==> config.mk <==
export PLATFORM = sky130hd
export DESIGN_NAME = bp_update_unit
export DESIGN_NICKNAME = d
export VERILOG_FILES = /design/src/rtl/bp_update_unit.sv
export SDC_FILE = /design/constraint.sdc
export NUM_CORES = 1
export LEC_CHECK = 0
export ABC_AREA = 0
export BUFFER_PORTS_ARGS = -buffer_cell sky130_fd_sc_hd__buf_2
export CORE_MARGIN = 3
export CORE_UTILIZATION = 29
export DETAILED_ROUTE_END_ITERATION = 7
export PLACE_DENSITY_LB_ADDON = 0.08
export RECOVER_POWER = 100
export SLEW_MARGIN = 20
export SYNTH_ARGS = -nofsm -noshare
export SYNTH_HDL_FRONTEND = slang
export SYNTH_SLANG_ARGS = --single-unit
==> constraint.sdc <==
create_clock -name clk -period 9.4 [get_ports clk]
set_input_delay 1.41 -clock clk [delete_from_list [all_inputs] [get_ports clk]]
set_output_delay 1.41 -clock clk [all_outputs]
set_load 0.1 [all_outputs]
==> src/rtl/bp_update_unit.sv <==
// Branch predictor update unit: checks resolved control flow against the fetch-time
// prediction, redirects fetch on a mispredict, and queues predictor training updates.
package bp_update_pkg;
  typedef enum logic [1:0] {
    BRANCH = 2'd0,
    CALL   = 2'd1,
    RETURN = 2'd2,
    JUMP   = 2'd3
  } btb_type_t;
endpackage

module bp_update_unit
  import bp_update_pkg::*;
#(
  parameter int DEPTH = 4,
  parameter int CNT_W = 32
) (
  input  logic              clk,
  input  logic              reset,
  input  logic              res_valid_i,
  output logic              res_ready_o,
  input  logic [63:0]       res_pc_i,
  input  btb_type_t         res_type_i,
  input  logic              res_pred_taken_i,
  input  logic [63:0]       res_pred_target_i,
  input  logic              res_taken_i,
  input  logic [63:0]       res_target_i,
  input  logic [9:0]        res_bhr_i,
  input  logic              flush_i,
  output logic              redirect_o,
  output logic [63:0]       redirect_pc_o,
  output logic              update_en_o,
  output logic [63:0]       pc_u_o,
  output logic [63:0]       target_u_o,
  output logic              taken_u_o,
  output btb_type_t         type_u_o,
  output logic [63:0]       ret_addr_u_o,
  output logic [9:0]        bhr_u_o,
  output logic [CNT_W-1:0]  mispredict_cnt_o,
  output logic [CNT_W-1:0]  resolve_cnt_o
);

  localparam int AW = $clog2(DEPTH);

  typedef struct packed {
    logic [63:0] pc;
    logic [63:0] target;
    logic        taken;
    btb_type_t   btype;
    logic [63:0] ret_addr;
    logic [9:0]  bhr;
  } entry_t;

  entry_t      mem [DEPTH];
  logic [AW:0] wr_ptr, rd_ptr;
  logic        empty, full, accept, mispredict, pop;
  logic [63:0] fall_through;
  entry_t      head;

  // Pointers carry one extra wrap bit so full and empty are distinguishable.
  assign empty = (wr_ptr == rd_ptr);
  assign full  = (wr_ptr[AW-1:0] == rd_ptr[AW-1:0]) && (wr_ptr[AW] != rd_ptr[AW]);

  assign res_ready_o  = ~full;
  assign accept       = res_valid_i & res_ready_o & ~flush_i;
  assign mispredict   = accept & ((res_pred_taken_i != res_taken_i) |
                                  (res_taken_i & (res_pred_target_i != res_target_i)));
  assign fall_through = res_pc_i + 64'd4;

  // The predictor always consumes, so the head is popped whenever one exists.
  assign pop          = ~empty;
  assign head         = mem[rd_ptr[AW-1:0]];
  assign update_en_o  = pop;
  assign pc_u_o       = head.pc;
  assign target_u_o   = head.target;
  assign taken_u_o    = head.taken;
  assign type_u_o     = head.btype;
  assign ret_addr_u_o = head.ret_addr;
  assign bhr_u_o      = head.bhr;

  // NOTE: payload storage has no reset; validity is tracked by the pointers alone.
  always_ff @(posedge clk) begin
    if (accept) begin
      mem[wr_ptr[AW-1:0]] <= '{pc:       res_pc_i,
                               target:   res_target_i,
                               taken:    res_taken_i,
                               btype:    res_type_i,
                               ret_addr: fall_through,
                               bhr:      res_bhr_i};
    end
  end

  // NOTE: sequential state uses non-blocking assignments so every register samples pre-edge values.
  always_ff @(posedge clk) begin
    if (reset) begin
      wr_ptr           <= '0;
      rd_ptr           <= '0;
      redirect_o       <= 1'b0;
      redirect_pc_o    <= '0;
      mispredict_cnt_o <= '0;
      resolve_cnt_o    <= '0;
    end else begin
      if (accept) wr_ptr <= wr_ptr + (AW+1)'(1);
      if (pop)    rd_ptr <= rd_ptr + (AW+1)'(1);
      redirect_o <= mispredict;
      if (mispredict) begin
        redirect_pc_o    <= res_taken_i ? res_target_i : fall_through;
        mispredict_cnt_o <= mispredict_cnt_o + CNT_W'(1);
      end
      if (accept) resolve_cnt_o <= resolve_cnt_o + CNT_W'(1);
    end
  end

endmodule

Word level (Yosys, flattened, before mapping) --
Memory sizes are Yosys's and may differ from the RTL's. A register that Yosys moved wholly into a read port is not among the register bits. Index checks and enable logic that the tools add are counted.
Storage, ports and cells: memories kept 1, flip-flop bits (word level) 135, input bits 210, bits in writable memories 820, output and inout port bits 336, logic and storage cells 31
Memories:
- mem | depth 4, width 205, rd ports 1, clocked after Yosys merged registers in 1, write ports 1, RTL line 54 | entry_t mem [DEPTH];
Cells by class: multiplexer cells 5, eq/ne operators 5, reduce and logical (&&, ||, !) cells 1, bitwise operators 8, add/sub/neg operators 5
Operators with widths (count):
- 32-bit by 1-bit adder with 32-bit output, second input constant | 2
- 64-bit by 3-bit adder with 64-bit output, second input constant | 1
- 64-bit two-way mux | 1
- 64-bit != test | 1
- 3-bit by 1-bit adder with 3-bit output, second input constant | 2
- 1-bit bitwise AND | 4
- 2-bit two-way mux | 2
- 3-bit == test | 1
- 1-bit NOT | 3
- 2-bit == test | 1
- 1-bit two-way mux | 2
- 1-bit != test | 2
- 1-bit logical AND | 1
- 1-bit OR | 1

Longest topological paths before layout --
Gate-level depths: netlist (run 1).
word-level depth 7, depth in mapped cells 10, mapped depth without buffers 8

Least setup slack after synthesis (run 1) --
Ideal clock, no wire load.
path type input-to-reg, from in flush_i, to mem mem[3][0] (netlist bit) (enable), library setup time 590 ps, arrival 6768 ps, required time 8810 ps, buffers on the path 1, setup slack 2042 ps, stages on the path 3, path through a311oi_2 clkbuf_1 and2_1
On the way: cells in the longest elaborated chain, start to end 4
RTL lines:
- from (decl) | RTL line 29 | input logic flush_i,
- 1-bit NOT | RTL line 65 | assign accept = res_valid_i & res_ready_o & ~flush_i;
- 1-bit bitwise AND | RTL line 65
- 1-bit two-way mux | RTL line 83 | if (accept) begin
- 1-bit two-way mux (implied by the code) | RTL line 84 | mem[wr_ptr[AW-1:0]] <= '{pc: res_pc_i,
- to (decl) | RTL line 54
Every way passes these cells.

Final worst setup path (run 1) --
from in flush_i, to mem mem[2][33] (netlist bit) (enable)
The elaborated chain is that of the path after synthesis.

==> results.txt, run 1 <==
In this run, synthesis produced a sequential element count of 949. The die extent in y came out at 365 microns. The initial antenna violation count is 13. After clock tree synthesis, the clock-pin slew on the worst setup and hold paths is 50 ps. The global-route congestion overflow total is 0. The area growth from synthesis to layout came out at 20.7%.

Leaving out fill and tap cells, the most frequent cells in the layout are 812 x edfxtp_1, 456 x clkbuf_1, 203 x mux4_2. The number of instances in the synthesized netlist is 2,083. Leaving out fill and tap cells, the most frequent cell in the layout is edfxtp_1. The standard-cell row count came out at 131. The synthesized-area fraction occupied by xor and xnor cells came out at 3.77%. The routability-driven placement congestion ratio came out at 0.781. The count of flip-flops with a built-in enable after synthesis came out at 812. In the finished design, the share of the clock period the worst path needs comes to 73.5%. The area taken by flip-flops and latches came out at 27,100 sq um.

After synthesis, the largest family of logic cells by area is multiplexers. The total negative setup slack is 0 ps. The number of buffers inserted by port buffering is 545. The share of final-layout standard cells stronger than drive strength 1 is 19.6%. The largest net degree at the start of global routing is 118. The count of buffers added by post-CTS timing repair for setup is 0. The number of nets in the synthesized netlist is 2,301. For this run, the number of Yosys warnings is 0.

The slew at the pin with the worst max-slew slack is 4800 ps. The DRC violation count after routing is 0. The standard cell core area is 128,000 sq um.

The count of nets after finishing came out at 2,883. Along the worst hold path, the cell count comes to 2. The tightest min-delay check is of the flip-flop to flip-flop type.

Global routing consumed, on the met3 layer, 6.02% of the routing resources. The number of buffers created by CTS came out at 112. The fraction of the mapped netlist area in adder cells came out at 0.267%. In this run the mean area of a mapped cell was 18.0 sq um.

The initial core utilization came out at 29.3%. The H-tree level count is 3. The leakage component of the power is 0.0141 uW.

The count of clock tree sinks came out at 949. Setup repair after global routing left no endpoint under its margin. The most used flip-flop cell after synthesis is edfxtp_1. The worst-case setup slack after placement is 4300 ps. Subtracting the final worst setup slack from the clock period gives 6910 ps.

The layout has 12,300 filler cells. Wires add up to 130,000 microns. The class of the most critical setup path is input port to flip-flop. The total count of max-transition violations in the final report came out at 507. On the critical path, the stage with the largest delay is an instance of and2_0. The via count of the first global-routing pass came to 22,400. The count of maximum capacitance violations came out at 18. The data required time at the worst endpoint is 9690 ps. Leaving out filler cells and counting taps, the final layout contains 4,430.

The maximum operating frequency came out at 145 MHz. The number of buffers on the longest clock path came out at 3. The number of vias in the routed layout is 21,900. Along the worst path, the maximum fanout reaches 44. The post-synthesis sequential area ratio is 72.4%. The number of hold-repair buffers added at the cts stage is 0. The number of nets with antenna violations after routing came out at 0. The clock tree from TritonCTS is yes. The detail-routed net length per standard cell is 29.4 microns. The critical path goes through buf_2, a311oi_1, clkbuf_1, and2_0, clkbuf_2. The largest stage delay on the critical path is 3020 ps.

The multi-input combinational cell area came out at 9800 sq um. The sum of net half-perimeters after detailed placement is 89,900 microns. In this run the cell area of the synthesized design comes to 37,500 sq um. After detailed placement, the design holds a cell count of 4,213. Counting cells, the worst reg-to-reg path comes to 5.

The number of setup violations in the final report is 0. The post-synthesis simple-gate area fraction is 6.27%. The top-level port count came out at 546.

The via density per instance is 4.93. Yosys mapped the design onto 52 distinct sky130hd cell types. The worst setup path is captured at a flip-flop. The layer flagged by global routing as most heavily used is met2. The clock reaches the later pin of the worst-skew pair after 710 ps. The die footprint came out at 133,000 sq um. The cell sitting at the root of the clock tree is a clkbuf_16. The pre-antenna-repair detailed-routing pass consisted of 5 iterations. The proportion of register bits with asynchronous set or reset after synthesis came out at 0%. The die is 365 microns wide.

The number of hold violations in the final report came out at 0. Data on the critical path arrives at its endpoint at 7200 ps. Multiplexer cells account for 12.9% of the synthesized area. The number of design-rule violations left by the first detailed-router iteration came out at 1,633.

STA classifies the critical path startpoint as an input port. The number of resized instances in the post-cts repair step came out at 0. Clock skew on the completed layout was measured at 29.1 ps.

The met1 track demand over resource came out at 25.9%. The global-route wire length before repair came out at 178,000 microns. Headroom to the max-slew limit came out at -220%. Across the VDD grid, the largest voltage drop is 0.169 mV. The share of the core filled with cells in the final layout is 35.4%.

The flow ran to the end, but the final reports show violations. The global-route total usage across every layer is 19.1%. The routing usage on met2 is 29.9%. The checks that failed: capacitance limit, slew limit. The power density over the cells came out at 310 nW/um^2. Setup slack on the critical path of the routed design comes to 2490 ps. The synthesized-area fraction occupied by ao, oa, aoi and oai cells is 3.05%.
flip-flops by register name, summed over array words and instances, names as in the netlist, named ones only:
| signal | cells |
|---|---|
| mem | 812 |
| redirect_pc_o | 64 |
| mispredict_cnt_o | 32 |
| resolve_cnt_o | 32 |
| rd_ptr | 3 |
| wr_ptr | 3 |
| redirect_o | 1 |
power breakdown:
group / internal (uW) / switching (uW)
logic: 878 / 4030
registers: 4700 / 107
clock network: 2550 / 1730
total: 8130 / 5870
critical path: cells and delay by family:
kind | cells | cell delay, ps
AOI/OAI and AO/OA | 1 | 240
buffers and inverters | 3 | 2380
and+or+nand+nor | 1 | 3020
layer usage:
layer  part of all wire [%]  routed length [microns]  vias up
li1                       -                        -     9478
met1                     43                    56500    11500
met2                     46                    60400      687
met3                    8.0                    10400      145
met4                    2.4                     3190        0
met5                      0                        0        -
kinds of logic (layout without fill, tap and decap cells):
group,count (synthesis),count (layout)
AO/OA/AOI/OAI,174,174
other,0,7
adder cells (fa/ha/maj),8,8
AND/OR/NAND/NOR,436,436
XOR/XNOR,161,161
buffers and inverters,128,806
multiplexers,227,227
flip-flops,949,949
cells in the mapped netlist (38+ instances only):
cell type / instances / area share, %
mux4_2: 203 / 12
edfxtp_1: 812 / 65
a21oi_1: 67 / 0.90
nand2b_1: 40 / 0.67
o211ai_1: 38 / 0.76
xor2_1: 85 / 2.0
nor2_1: 72 / 0.72
clkbuf_1: 58 / 0.58
nand2_1: 95 / 0.95
xnor2_1: 76 / 1.8
dfxtp_1: 137 / 7.3
nand3_1: 59 / 0.79
final cells by class:
class	instances	area share, %
well taps	1662	4.60
diodes	7	0.0387
clock inverters	53	1.08
clock buffers	157	6.98
repair buffers	571	5.41
flip-flops and latches	949	60.0
multi-input cells	1006	21.7
inverters	25	0.208
metrics by stage:
stage	hold WS [ps]	cell area, sq um	power [uW]
6_report	452	45200	14000
3_5_place_dp	443	42200	9970
4_1_cts	451	45800	14300
3_3_place_gp	440	42200	9960
5_1_grt	472	45200	14500
2_1_floorplan	498	37500	8900
worst paths after layout:
path,endpoint,slack [ps],start
worst min register to register,redirect_pc_o[33],450,redirect_pc_o[33]
worst min-delay path,redirect_pc_o[33],450,redirect_pc_o[33]
worst max register to register,mem[2][33],2710,wr_ptr[0]
worst max-delay path,mem[2][33],2490,flush_i
Power figures use the tool's default switching activity.
==> run 2: changes to the inputs <==
- ABC_AREA: 0 -> 1
- clock period: 9.4 -> 5.7 ns (I/O delays scaled with it)
==> results.txt, run 2 <==
The largest stage delay on the critical path came out at 1870 ps. Synthesis inferred 949 register bits. Internal power comes to 13,200 uW. Broken down by cell family, the worst path's largest delay share belongs to buffers and inverters. Walking the worst path, the cells encountered are xnor2_1, nand3b_1, nand2_1, clkbuf_1, nor2_1, buf_2.

The sum of net half-perimeters after detailed placement came out at 102,000 microns. The count of nets after finishing is 4,708. The commonest non-fill, non-tap cell in the layout is edfxtp_1. Clock-pin slew was measured on the worst setup and hold paths at 60 ps. The number of search-and-repair iterations in the first detailed-routing pass came out at 5. The nature of the critical path startpoint is a flip-flop. The total wire length is 152,000 microns. The worst min-delay path category is input port to flip-flop. The slew at the pin with the worst max-slew slack came out at 2690 ps. The die footprint is 145,000 sq um. The number of instances in the synthesized netlist came out at 3,991. The standard cell core area came out at 139,000 sq um.

The largest area contributor in the synthesized netlist is edfxtp_1. The total count of max-transition violations in the final report was 437. Entering global routing, the biggest net connects 148 pins.

The first global-routing pass estimated 217,000 microns of wire. The area growth from synthesis to layout came out at 19.0%. Counting flops with an async set or reset pin after synthesis yields a share of 0%. The standard-cell row count came out at 136. The checks that failed: capacitance limit, slew limit. In this run the most critical hold path is launched from res_bhr_i[1]. The die extent in y is 381 microns. The number of hold-repair buffers added at the cts stage is 0. The analysis attributes to cell leakage a power of 0.0171 uW. The tool flagged a number of max-cap violations equal to 7. The number of buffers on the longest clock path came out at 3. Summing all multi-input logic gate instances after layout gives 11,700 sq um. The number of setup violations in the final report came out at 0.

The share of final-layout standard cells stronger than drive strength 1 came out at 7.46%. Across all hold checks on the routed design, the worst slack comes to 417 ps. The most used flip-flop cell after synthesis is edfxtp_1. The fraction of power consumed by combinational cells is 44.4%. Together, buffers and inverters on the worst path number 2. The count of buffers added by post-CTS timing repair for setup came out at 0.

The power density over the cells is 552 nW/um^2. In this run the critical register-to-register path is launched from rd_ptr[2]. The clock tree synthesis step divided the H-tree into 3 levels. The dominant cell by count in the synthesized netlist is edfxtp_1. The type of element capturing the critical path is a flip-flop. The worst endpoint data arrival time is 5100 ps. The number of library cell types mapped by synthesis is 37. Clock latency on the worst-skew pair, taken at its later pin, is 710 ps. The initial antenna violation count came out at 12.

The sequential cell fraction of total power came out at 29.5%. The per-instance average area after synthesis came out at 10.2 sq um. Counting instances in the post-synthesis netlist gives the leading cell types as 812 x edfxtp_1, 763 x nor2_1, 699 x nand2_1, 462 x o21ai_0, 290 x inv_1.

The global-route total usage across every layer came out at 20.4%. Clock tree synthesis selected as its root buffer the cell clkbuf_16. The worst-case setup slack after placement is 1910 ps. The largest individual stage delay along the critical path comes from the cell buf_2. The area fraction of the dominant cell type after synthesis came out at 59.9%. Setup repair after global routing left no endpoint under its margin. The cell area that synthesis handed to floorplanning was 40,700 sq um.

The worst path setup slack after routing is 859 ps. The top cell types in the final layout, fill and taps aside, are 812 x edfxtp_1, 769 x nor2_1, 700 x nand2_1. The area taken by flip-flops and latches is 27,100 sq um.

The top-level port count is 546. Across all layers, the routed design uses 30,700 vias. For the worst setup path, the data required time is 5960 ps. The via count of the first global-routing pass is 29,700. The number of buffers inserted by port buffering came out at 545. The global-route congestion overflow total came out at 0. The worst register-to-register path ends at mem[1][153]. The largest vdd supply drop came out at 0.423 mV. The total of warnings raised by yosys came out at 0.

Timing would allow up to 207 MHz. The final-layout fill cell count came out at 14,400. The number of flip-flops in the largest register came out at 812. Summing the sequential cell areas from Yosys gives 66.6% of the chip area. The number of instances on the worst hold path came out at 1. In this run, CTS created clock tree buffers numbering 110. The worst hold path terminates at mem[3][1].

Across the routed clock network, the largest skew measured is 16.9 ps. By area the synthesized netlist is led by edfxtp_1 60%, nor2_1 7.0%, dfxtp_1 6.7%, nand2_1 6.4%, o21ai_0 5.7%. The initial core utilization came out at 29.4%. The count of nets left with antenna violations once routing finished came out at 0.

The count of flip-flops with a built-in enable after synthesis came out at 812. The fraction of power spent switching nets came out at 50.5%. The slack of the worst reg-to-reg path is 860 ps.

The part of the power in the clock network is 26.1%. Using the TritonRoute via totals, the vias-per-cell ratio works out to 4.75. The post-route fraction of the period consumed by the critical path came out at 84.9%. The analysis attributes to net switching a power of 13,500 uW.

The worst reg-to-reg path cell count is 6. The flow ran to the end, but the final reports show violations. For this run, design rule violations remaining after detail routing come to 0. TritonCTS built the clock tree. The number of hold violations in the final report was 0.

The routability-driven placement congestion ratio came out at 0.901. The time the worst path needs with I/O delays and setup is 4840 ps. The number of resized instances in the post-cts repair step came out at 0. For this block, the initial DRC count from the detailed router was 2,040.

The critical path is of the flip-flop to flip-flop type. The maximum fanout count along the critical path is 89. The count of clock tree sinks is 949. The normalized max-slew margin is -79.0%. The net count after synthesis came out at 4,209. The detail-routed net length per standard cell came out at 23.6 microns. The horizontal die dimension is 381 microns.
## run 2: changes by cell type after synthesis, moves of 99 or more
| cell | change |
|---|---|
| nor2_1 | +691 |
| nand2_1 | +604 |
| o21ai_0 | +445 |
| mux4_2 | -203 |
| o22ai_1 | +199 |
| clkbuf_1 | +99 |
| inv_1 | +265 |
## run 2: cell families (layout without fill, tap and decap cells)
logic type	Yosys count	after routing	synth area share (%)
AO/OA/AOI/OAI	744	744	9.79
XOR/XNOR	72	72	1.55
adder cells (fa/ha/maj)	8	8	0.246
buffers and inverters	487	1082	4.65
flip-flops	949	949	66.6
multiplexers	1	1	0.0246
other	0	4	0
AND/OR/NAND/NOR	1730	1730	17.1
## run 2: worst reg2reg max path: cells and delay by family (launching register included)
family	cells	cell delay (ps)
xor+xnor	1	200
buf+inv	2	2490
flops	1	320
simple gates	3	1180
## run 2: power by group through the flow
| stage | Clock (uW) | Sequential (uW) | Combinational, uW |
|---|---|---|---|
| after floorplan | 0 | 8280 | 9210 |
| after global placement | 0 | 8030 | 12200 |
| after detailed placement | 0 | 8030 | 12200 |
| after CTS | 7200 | 7890 | 12200 |
| after global routing | 7450 | 7910 | 12500 |
| final | 6990 | 7890 | 11900 |
## run 2: worst max path at each step
stage | endpoint | cells after the start | startpoint
after CTS | ret_addr_u_o[31] | 4 | flip-flop
after floorplan | mem[0][0] | 6 | wr_ptr[1]
after global placement | mispredict_cnt_o[1] | 14 | res_target_i[17]
after global routing | ret_addr_u_o[39] | 4 | flip-flop
after detailed placement | mispredict_cnt_o[1] | 14 | res_target_i[17]
final | mem[1][153] | 6 | rd_ptr[2]
## run 2: final cells by class
type	instances	share of cell area [%]
flip-flops and latches	949	56.0
multi-input cells	2555	24.1
clock buffers	134	6.03
repair buffers	579	5.38
well taps	1863	4.81
inverters	295	2.32
clock inverters	74	1.35
diodes	4	0.0207
## run 2: layer usage
layer  global-route usage [%]  vias to the layer above  part of all wire, %
li1                         -                    14700                    -
met1                     26.7                    15000                   43
met2                     33.7                      737                   48
met3                     4.56                      175                  5.8
met4                     5.79                        4                  2.9
met5                        0                        -                0.018
## run 2: metrics by stage
step / total power [uW] / area, sq um / cells / TNS [ps] / util, %
after global placement: 20300 / 45500 / 6241 / 0 / 32.9
after global routing: 27800 / 48400 / 6449 / 0 / 35.0
after CTS: 27300 / 49100 / 6449 / 0 / 35.5
after floorplan: 17500 / 40700 / 3991 / -1669970 / -
final: 26800 / 48400 / 6453 / 0 / 35.0
after detailed placement: 20300 / 45500 / 6241 / 0 / 32.9
==> run 3: changes to the inputs <==
- clock period: 5.7 -> 4.4 ns (I/O delays scaled with it)
==> results.txt, run 3 (synthesis results as in run 2) <==
The largest clock skew in the final design is 27.4 ps. The first global-routing pass estimated 221,000 microns of wire. In this run the critical register-to-register path is launched from rd_ptr[2]. The slack of the worst reg-to-reg path is 680 ps.

The clock passes through at most 3 buffers. The worst-path cell with the longest stage delay is dlymetal6s4s_1. The largest stage delay on the critical path is 920 ps. After global routing, the most crowded layer is met2. The checks that failed: capacitance limit, slew limit. The number of hold-repair buffers added at the cts stage came out at 0. The number of design-rule violations left by the first detailed-router iteration came out at 2,224. Setup repair after global routing left no endpoint under its margin. The largest vdd supply drop is 0.589 mV. The number of setup violations in the final report is 0.

The initial core utilization is 29.4%. The flow ran to the end, but the final reports show violations. The floorplan step defined a core boundary enclosing 139,000 sq um. The hold path startpoint is res_bhr_i[2]. The post-route fraction of the period consumed by the critical path came out at 93.2%. The detail-routed net length per standard cell is 23.9 microns. TritonCTS built the clock tree. The initial antenna violation count came to 20. The top-level port count came out at 546.

The endpoint identified for the worst register-to-register timing path is mem[2][129]. The maximum operating frequency came out at 244 MHz. The number of cells after detailed placement came out at 6,287. The number of instances on the worst hold path came out at 1.

The met1 track demand over resource is 26.7%. The total negative setup slack came out at 0 ps. The fraction of met3 tracks used by global routing came out at 5.63%. The clock latency on the worst-skew pair came out at 710 ps.

The worst setup path is captured at a primary output. Clock-pin slew was measured on the worst setup and hold paths at 60 ps. The count of maximum capacitance violations came out at 7. The H-tree level count is 3.

The data required time at the worst endpoint is 3740 ps. The number of hold violations in the final report is 0. The worst setup path is launched from a flip-flop. The area growth from synthesis to layout is 21.5%. The number of vias in the routed layout is 30,900. The count of nets left with antenna violations once routing finished came out at 0. The via count of the first global-routing pass came out at 29,800. On the final layout, the worst hold slack is 213 ps.

The global-route total usage across every layer came out at 20.9%. The routability-driven placement congestion ratio is 0.937. For the worst flop-to-flop path, the logic depth is 5.

The critical path in this run is classified as flip-flop to primary output. The die extent in y is 381 microns. Buffers inserted during clock tree synthesis total 111. The tree is rooted in a clkbuf_16. The worst hold path terminates at mem[3][2].

The standard-cell row count came out at 136. The count of nets after finishing is 4,755. The maximum fanout count along the critical path came out at 59. The horizontal die dimension is 381 microns. At the pin with the least slew margin, the transition time is 2030 ps. Walking the worst path, the cells encountered are inv_8, buf_12, o21ai_0, o22ai_1, dlymetal6s4s_1. The top cell types in the final layout, fill and taps aside, are 812 x edfxtp_1, 768 x nor2_1, 700 x nand2_1. The total count of max-transition violations in the final report is 377.

Data on the critical path arrives at its endpoint at 3440 ps. The largest net degree at the start of global routing came out at 100. The count of clock tree sinks is 949. Measured against its own limit, the worst slew margin works out to -35.3%. The worst hold path belongs to the class input port to flip-flop. The total design power came out at 36,000 uW.

The time the worst path needs with I/O delays and setup is 4100 ps. The library cell used most frequently in the layout, excluding fill and tap cells, is edfxtp_1. Cells fill 35.7% of the core in the end. The total wire length is 155,000 microns. The power density over the cells is 728 nW/um^2. In the global route stage, met2 resource usage came out at 34.4%.

Summed over all layers, the global routing overflow is 0. The number of search-and-repair iterations in the first detailed-routing pass is 5. Buffers placed on the I/O ports in this run total 545. The number of resized instances in the post-cts repair step came out at 0. The count of buffers added by post-CTS timing repair for setup came out at 0. The number of flip-flops in the largest register came out at 812. The share of final-layout standard cells stronger than drive strength 1 came out at 8.96%. The DRC violation count after routing is 0. The leakage component of the power came out at 0.0178 uW. The sum of net half-perimeters after detailed placement came out at 107,000 microns. The finished layout holds 6,508 standard cells, fillers aside. The via density per instance is 4.74. The floorplan step defined a die boundary enclosing 145,000 sq um.
-- run 3: cell count changes in the layout (fill, tap and decap cells not counted), moves of 4 or more --
cell	change
clkbuf_2	+73
buf_2	-57
buf_12	+37
clkbuf_1	-29
buf_4	+15
diode_2	+9
clkinv_2	+7
clkbuf_16	+6
clkinvlp_4	-5
clkbuf_8	-4
dlymetal6s2s_1	+4
dlymetal6s4s_1	+4
-- run 3: critical path: cells and delay by family, from the launching register on --
kind | cells | cell delay [ps]
buffers and inverters | 3 | 1610
AOI/OAI and AO/OA | 2 | 650
DFF | 1 | 440
-- run 3: area by class of cell --
type                       count  area (sq um)
multi-input combinational   2555         11700
inverter                     295          1120
clock inverter                69           618
sequential                   949         27100
antenna                       13          32.5
timing repair buffer         625          3540
tap                         1863          2330
fill                       14200         89000
clock buffer                 139          3030
-- run 3: metal layers --
metal  vias up  part of all wire, %
met3       155                  6.7
met1     15100                   43
met4        10                  2.5
met2       756                   48
met5         -                0.044
li1      14800                    -
-- run 3: report_power, final --
part,internal [uW],switching (uW)
clock network,5480,3800
logic,2660,13800
registers,10100,155
-- run 3: stage by stage --
step	cell area [sq um]	setup slack, ps
after floorplan	40800	-873
after global placement	47300	849
after detailed placement	47300	817
after CTS	50900	575
after global routing	49500	236
final	49500	301
-- run 3: worst max-delay path by stage --
| stage | endpoint | cells after the start | start |
|---|---|---|---|
| 6_report | ret_addr_u_o[42] | 5 | flip-flop |
| 5_1_grt | ret_addr_u_o[25] | 5 | flip-flop |
| 4_1_cts | ret_addr_u_o[8] | 4 | flip-flop |
| 3_5_place_dp | redirect_pc_o[25] | 14 | res_target_i[52] |
| 3_3_place_gp | mispredict_cnt_o[1] | 14 | res_target_i[52] |
| 2_1_floorplan | mem[0][0] | 6 | rd_ptr[0] |
